File: src/rtl/contador_ocupacion.sv
`default_nettype none
// ============================================================================
// Module   : contador_ocupacion
// Brief    : Occupancy counter driven by entry/exit level sensors, counting
//            each rising edge once. Optional macro CONTADOR_OCUPACION_SYNC_EN
//            adds two-flop sensor synchronizers (latency 1 -> 3 cycles).
// Revision : 1.0 - initial release
// ============================================================================
module contador_ocupacion #(
    parameter int WIDTH     = 4,
    parameter int CAPACIDAD = 12
) (
    input  logic             clk,
    input  logic             reset,
    input  logic             en,
    input  logic             z1,
    input  logic             z2,
    output logic [WIDTH-1:0] c,
    output logic             lleno,
    output logic             vacio,
    output logic [WIDTH-1:0] libres,
    output logic             err_lleno,
    output logic             err_vacio
);

    localparam logic [WIDTH-1:0] c_CAP  = WIDTH'(CAPACIDAD);
    localparam logic [WIDTH-1:0] c_ZERO = '0;

    logic             w_z1_s;
    logic             w_z2_s;
    logic             w_ent;
    logic             w_sal;
    logic             z1_q;
    logic             z2_q;
    logic [WIDTH-1:0] c_q;
    logic [WIDTH-1:0] c_d;
    logic             err_lleno_q;
    logic             err_lleno_d;
    logic             err_vacio_q;
    logic             err_vacio_d;

`ifdef CONTADOR_OCUPACION_SYNC_EN
    logic [1:0] z1_sync_q;
    logic [1:0] z2_sync_q;

    // Synchronizers reset high so a sensor already active at release is not seen as a rise.
    always_ff @(posedge clk) begin
        if (reset) begin
            z1_sync_q <= 2'b11;
            z2_sync_q <= 2'b11;
        end else begin
            z1_sync_q <= {z1_sync_q[0], z1};
            z2_sync_q <= {z2_sync_q[0], z2};
        end
    end

    assign w_z1_s = z1_sync_q[1];
    assign w_z2_s = z2_sync_q[1];
`else
    assign w_z1_s = z1;
    assign w_z2_s = z2;
`endif

    assign w_ent = w_z1_s & ~z1_q;
    assign w_sal = w_z2_s & ~z2_q;

    always_comb begin
        c_d         = c_q;
        err_lleno_d = 1'b0;
        err_vacio_d = 1'b0;
        if (en) begin
            if (w_ent && !w_sal) begin
                if (c_q == c_CAP) begin
                    err_lleno_d = 1'b1;
                end else begin
                    c_d = c_q + 1'b1;
                end
            end else if (w_sal && !w_ent) begin
                if (c_q == c_ZERO) begin
                    err_vacio_d = 1'b1;
                end else begin
                    c_d = c_q - 1'b1;
                end
            end
        end
    end

    // Previous-sample registers keep tracking even while disabled, so edges during en=0 are lost.
    always_ff @(posedge clk) begin
        if (reset) begin
            z1_q        <= 1'b1;
            z2_q        <= 1'b1;
            c_q         <= '0;
            err_lleno_q <= 1'b0;
            err_vacio_q <= 1'b0;
        end else begin
            z1_q        <= w_z1_s;
            z2_q        <= w_z2_s;
            c_q         <= c_d;
            err_lleno_q <= err_lleno_d;
            err_vacio_q <= err_vacio_d;
        end
    end

    assign c         = c_q;
    assign lleno     = (c_q == c_CAP);
    assign vacio     = (c_q == c_ZERO);
    assign libres    = c_CAP - c_q;
    assign err_lleno = err_lleno_q;
    assign err_vacio = err_vacio_q;

endmodule
`default_nettype wire

File: config.mk
export PLATFORM = sky130hd
export DESIGN_NAME = contador_ocupacion
export DESIGN_NICKNAME = d
export VERILOG_FILES = /design/src/rtl/contador_ocupacion.sv
export SDC_FILE = /design/constraint.sdc
export NUM_CORES = 1
export LEC_CHECK = 0
export BUFFER_PORTS_ARGS = -buffer_cell sky130_fd_sc_hd__clkbuf_2
export CAP_MARGIN = 5
export CELL_PAD_IN_SITES_DETAIL_PLACEMENT = 2
export CELL_PAD_IN_SITES_GLOBAL_PLACEMENT = 2
export CORE_MARGIN = 2
export CORE_UTILIZATION = 29
export DETAILED_ROUTE_END_ITERATION = 8
export PLACE_DENSITY = 0.77
export SETUP_SLACK_MARGIN = 0.3
export SYNTH_ARGS = -nofsm -noshare
export SYNTH_HDL_FRONTEND = slang
export SYNTH_SLANG_ARGS = --single-unit
File: constraint.sdc
create_clock -name clk -period 3.15 [get_ports clk]
set_input_delay 0.1575 -clock clk [delete_from_list [all_inputs] [get_ports clk]]
set_output_delay 0.1575 -clock clk [all_outputs]
set_load 0.01 [all_outputs]
# Word-level counts from Yosys, hierarchy flattened
# Index checks and enable logic that the tools add are counted.
[totals] reg_bits=8 inputBits=5 output_inout_bits=12
[classes] addsub=3 n_eq_ne=3 mux=6 n_bitwise=7 reduce_logical=9
[op_table] cell="two-way mux 4 bit" n=4
[op_table] cell="inverter 1 bit" n=5
[op_table] cell="adder 4 x 1 -> 4 bit, second input constant" n=1
[op_table] cell="== test 4 bit, second input constant" n=1
[op_table] cell="zero test 4 bit" n=1
[op_table] cell="AND reduction 4 bit" n=1
[op_table] cell="OR reduction 4 bit" n=1
[op_table] cell="subtractor 4 x 1 -> 4 bit, second input constant" n=1
[op_table] cell="subtractor 4 bit, first input constant" n=1
[op_table] cell="OR reduction 3 bit" n=1
[op_table] cell="AND 1 bit" n=2
[op_table] cell="logical AND 1 bit" n=2
[op_table] cell="zero test 1 bit" n=2
[op_table] cell="two-way mux 1 bit" n=2
[op_table] cell="!= test 2 x 1 -> 1 bit, second input constant" n=1
[op_table] cell="!= test 2 bit, second input constant" n=1
[op_table] cell="nonzero test 2 bit" n=1

# Longest topological paths before layout
[depth] word_depth=6 ltp_mapped=9

# Worst setup path after synthesis
# OpenSTA, ideal clock, no wires.
[synth_path] path_kind="reg-to-reg" startpoint="register z1_q" endpoint="register c_q[3], in the netlist c[3]" setup_ps=123 arrival_time_ps=1938 required_ps=3027 slack_ps=1089 path_stages_with_launch=10 path_buffers=0 synth_period_minus_slack_ps=2061 path_cell_list="dfxtp_1 nand2b_1 inv_1 ha_1 inv_1 ha_1 a21boi_0 nor3_1 nor4_2 mux2_1"
[synth_between] elab_chain_cells=6 word_cells_on_any_way=10
[synth_rtl] item="start: declaration" line="33" text="logic z1_q;"
[synth_rtl] item="start signal: assignment" line="97" text="z1_q <= w_z1_s;"
[synth_rtl] item="inverter 1 bit (*)" line="64" text="assign w_ent = w_z1_s & ~z1_q;"
[synth_rtl] item="AND 1 bit (*)" line="64"
[synth_rtl] item="zero test 1 bit" line="78" text="end else if (w_sal && !w_ent) begin"
[synth_rtl] item="logical AND 1 bit" line="78"
[synth_rtl] item="nonzero test 2 bit (no source line)"
[synth_rtl] item="AND reduction 4 bit (no source line)"
[synth_rtl] item="end signal: assignment" line="93" text="c_q <= '0;"
[synth_rtl] item="end signal: assignment" line="99" text="c_q <= c_d;"
[synth_rtl] item="end: declaration" line="35" text="logic [WIDTH-1:0] c_q;"
# Mark *: on every way between the ends. The rest lies on a longest branch, timed or not.
# A chain may end at the register's enable or synchronous reset.

# Worst setup path in the final report
# Ends and elaborated chain as after synthesis.

==> results.yml <==
global_routing:
  grt_first_pass_wirelength_mm: 2.21
  overflow: 0
  first_global_vias: 473
  gr-usage-all-layers_pct: 15.6
  antenna_found_initial: 0
  grt_max_degree: 10
synthesis:
  syn_area_um2: 504
  synthFlopType: "dfxtp_1"
  synth.most_common_cell: "dfxtp_1"
  ys_warn_count: 0
  synthesis.nets: 67
  synth_top_area_cell: "dfxtp_1"
  synthTopCellsByCount: "8 x dfxtp_1, 6 x ha_1, 6 x nor2_1"
  async_reset_ff_share_pct: 0
  netlist_instances: 56
  synth_cell_type_count: 22
  synth_edf_count: 0
  synth.top_cell.area_share_pct: 31.8
  ys_ff_latch: 8
  syn-mean-instance-area_um2: 9.00
  yosysSeqAreaShare_pct: 31.8
  synthTopCellsByArea: "dfxtp_1 32%, ha_1 15%, xnor2_1 5.2%"
timing:
  slew_headroom_pct: 78.5
  hold_viol_final: 0
  slew_violations: 0
  max_freq_ghz: 0.428
  setup_viol: 0
  min_period_over_period_pct: 74.1
  clock_skew_ps: 3.98
  period_minus_slack_ps: 2330
  tightest_slew_ps: 321
  tns_ps: 0
  rsz0062_at_grt: "no"
route:
  first_pass_iters: 2
  wl_per_cell_um: 13.9
  totalWireLength_mm: 1.26
  drt-vias-per-instance: 5.00
  drt_iter0_markers: 2
  drt_drc_violations_left: 0
  vias: 455
  antenna_left: 0
hold_path:
  min_to: "z2_q$_SDFF_PP1_"
  min_delay_path_depth: 2
  hp-class: "input pin to flop"
  hold_start: "z2"
clock_network:
  root_buffer: "clkbuf_4"
  cts_resized: 0
  clkSinkCount: 8
  clkSlewWorstSetupHoldPaths_ps: 60
  htreeDepth: 1
  cts_tree: "done"
  clkLatencyLatePin_ps: 260
  cts_setup_buffers: 0
  cts_buffers: 3
  clockBufferDepth: 2
  cts_hold_buffers: 0
placed_design:
  routabilityCongestion: 0.688
  post-dp-hpwl_mm: 1.03
  dpl-instance-area_um2: 598
  portBuffers: 16
power:
  power_frac_clock_pct: 37.2
  p_int_w: 0.000164
  p_sw_w: 0.0000620
  switching_share_pct: 27.4
  p_per_area_nw_per_um2: 365
  pwr-share-seq_pct: 47.2
  p_leak_nw: 0.323
  peakVddDrop_mv: 0.111
  comb_power_share_pct: 15.6
final_layout:
  final_net_count: 87
  drive_above_1_share_pct: 31.1
  postLayoutCellArea_um2: 621
  area_delta_synth_final_pct: 23.1
  antenna_cells: 0
critical_path:
  crit_fanout: 6
  crit_path_end_kind: "flop"
  r2r_cells: 9
  reg2reg_from: "z1_q$_SDFF_PP1_"
  critPathLaunchType: "flop"
  worstSetupPathType: "flop to flop"
  worst_ep_required_time_ps: 3290
  ff2ff_setup_slack_ps: 820
  r2r_end: "c[3]$_SDFFE_PP0P_"
  cp_data_arrival_time_ps: 2480
outcome:
  outcome: "complete, no violations"
floorplan:
  start_util_pct: 29.9
  rows: 15
  die_h_um: 45.7
  core_area_um2: 1690
  ioPinCount: 17
  fp.dieArea_um2: 2090
  die_w_um: 45.7
flow_run:
  cap_violations: 0
[flip-flops by register name, indices dropped and copies added (netlist names)]
name	count
err_lleno	1
z1_q	1
c	4
z2_q	1
err_vacio	1
[layout by cell type (no fill, tap or decap)]
cell,Yosys,layout
a21boi_0,1,1
a21oi_1,2,2
and3_1,3,3
and4_1,1,1
clkbuf_2,0,16
clkbuf_4,0,3
dfxtp_1,8,8
ha_1,6,6
inv_1,5,5
mux2_1,1,1
mux2i_1,2,2
nand2b_1,2,2
nand3b_2,1,1
nor2_1,6,6
nor2b_1,3,3
nor3_1,3,3
nor3b_1,1,1
nor4_2,1,1
o21ai_0,1,1
o21ai_1,1,1
or2_2,2,2
xnor2_1,3,3
xor2_1,2,2
[worst max path at each step]
| stage | from | endpoint | slack, ps | cells after the start |
|---|---|---|---|---|
| floorplan | z1_q$_SDFF_PP1_ | c[3]$_SDFFE_PP0P_ | 1090 | 9 |
| global placement | z1_q$_SDFF_PP1_ | c[3]$_SDFFE_PP0P_ | 960 | 9 |
| CTS | z1_q$_SDFF_PP1_ | c[3]$_SDFFE_PP0P_ | 790 | 9 |
| detailed placement | z1_q$_SDFF_PP1_ | c[3]$_SDFFE_PP0P_ | 810 | 9 |
| global route | z1_q$_SDFF_PP1_ | c[3]$_SDFFE_PP0P_ | 620 | 9 |
| finish | z1_q$_SDFF_PP1_ | c[3]$_SDFFE_PP0P_ | 820 | 9 |
[worst max-delay path, cell delays in order, from the launching register on]
cell      delay (ps)
dfxtp_1          300
nand2b_1         170
inv_1            100
ha_1             280
inv_1            110
ha_1             360
a21boi_0         200
nor3_1            80
nor4_2           280
mux2_1           340
[final cells by class]
type	count	area [µm²]
multi-input cells	42	318
clock buffers	3	22.5
fillers	208	1070
repair buffers	16	80.1
well taps	17	21.3
flip-flops and latches	8	160
inverters	5	18.8
[power groups by stage]
stage / logic (W) / clock network, W / registers [W]
floorplan: 0.0000223 / 0 / 0.000109
global placement: 0.0000341 / 0 / 0.000109
detailed placement: 0.0000358 / 0 / 0.000109
CTS: 0.0000360 / 0.0000875 / 0.000107
global route: 0.0000407 / 0.0000913 / 0.000107
finish: 0.0000353 / 0.0000842 / 0.000107
[routing by layer]
layer / GRT usage, % / up-vias / wire (µm) / part of all wire, %
met3: 3.57 / 2 / 44 / 3.5
met5: 0 / - / 0 / 0
li1: - / 224 / - / -
met2: 25.6 / 13 / 651 / 52
met4: 10.3 / 0 / 19 / 1.5
met1: 17.9 / 216 / 546 / 43
[metrics by stage]
| step | power (W) | hold slack [ps] | utilization [%] | worst slack, ps | instances |
|---|---|---|---|---|---|
| after global placement | 0.000143 | 364 | 35.4 | 965 | 88 |
| final | 0.000226 | 101 | 36.7 | 816 | 91 |
| after detailed placement | 0.000145 | 372 | 35.4 | 814 | 88 |
| after global routing | 0.000239 | 114 | 36.7 | 616 | 91 |
| after floorplan | 0.000131 | 230 | - | 1090 | 56 |
| after CTS | 0.000230 | 98.3 | 36.7 | 788 | 91 |
[cell families (layout without fill, tap and decap cells)]
logic type | count (synthesis) | after routing | share of synthesized area (%)
xor+xnor | 5 | 5 | 8.69
compound gates | 5 | 5 | 5.46
buf+inv | 6 | 24 | 5.21
simple gates | 23 | 23 | 27.8
fa+ha+maj | 6 | 6 | 14.9
mux | 3 | 3 | 6.20
flops | 8 | 8 | 31.8
No activity file was read; power rests on OpenSTA's default activity.
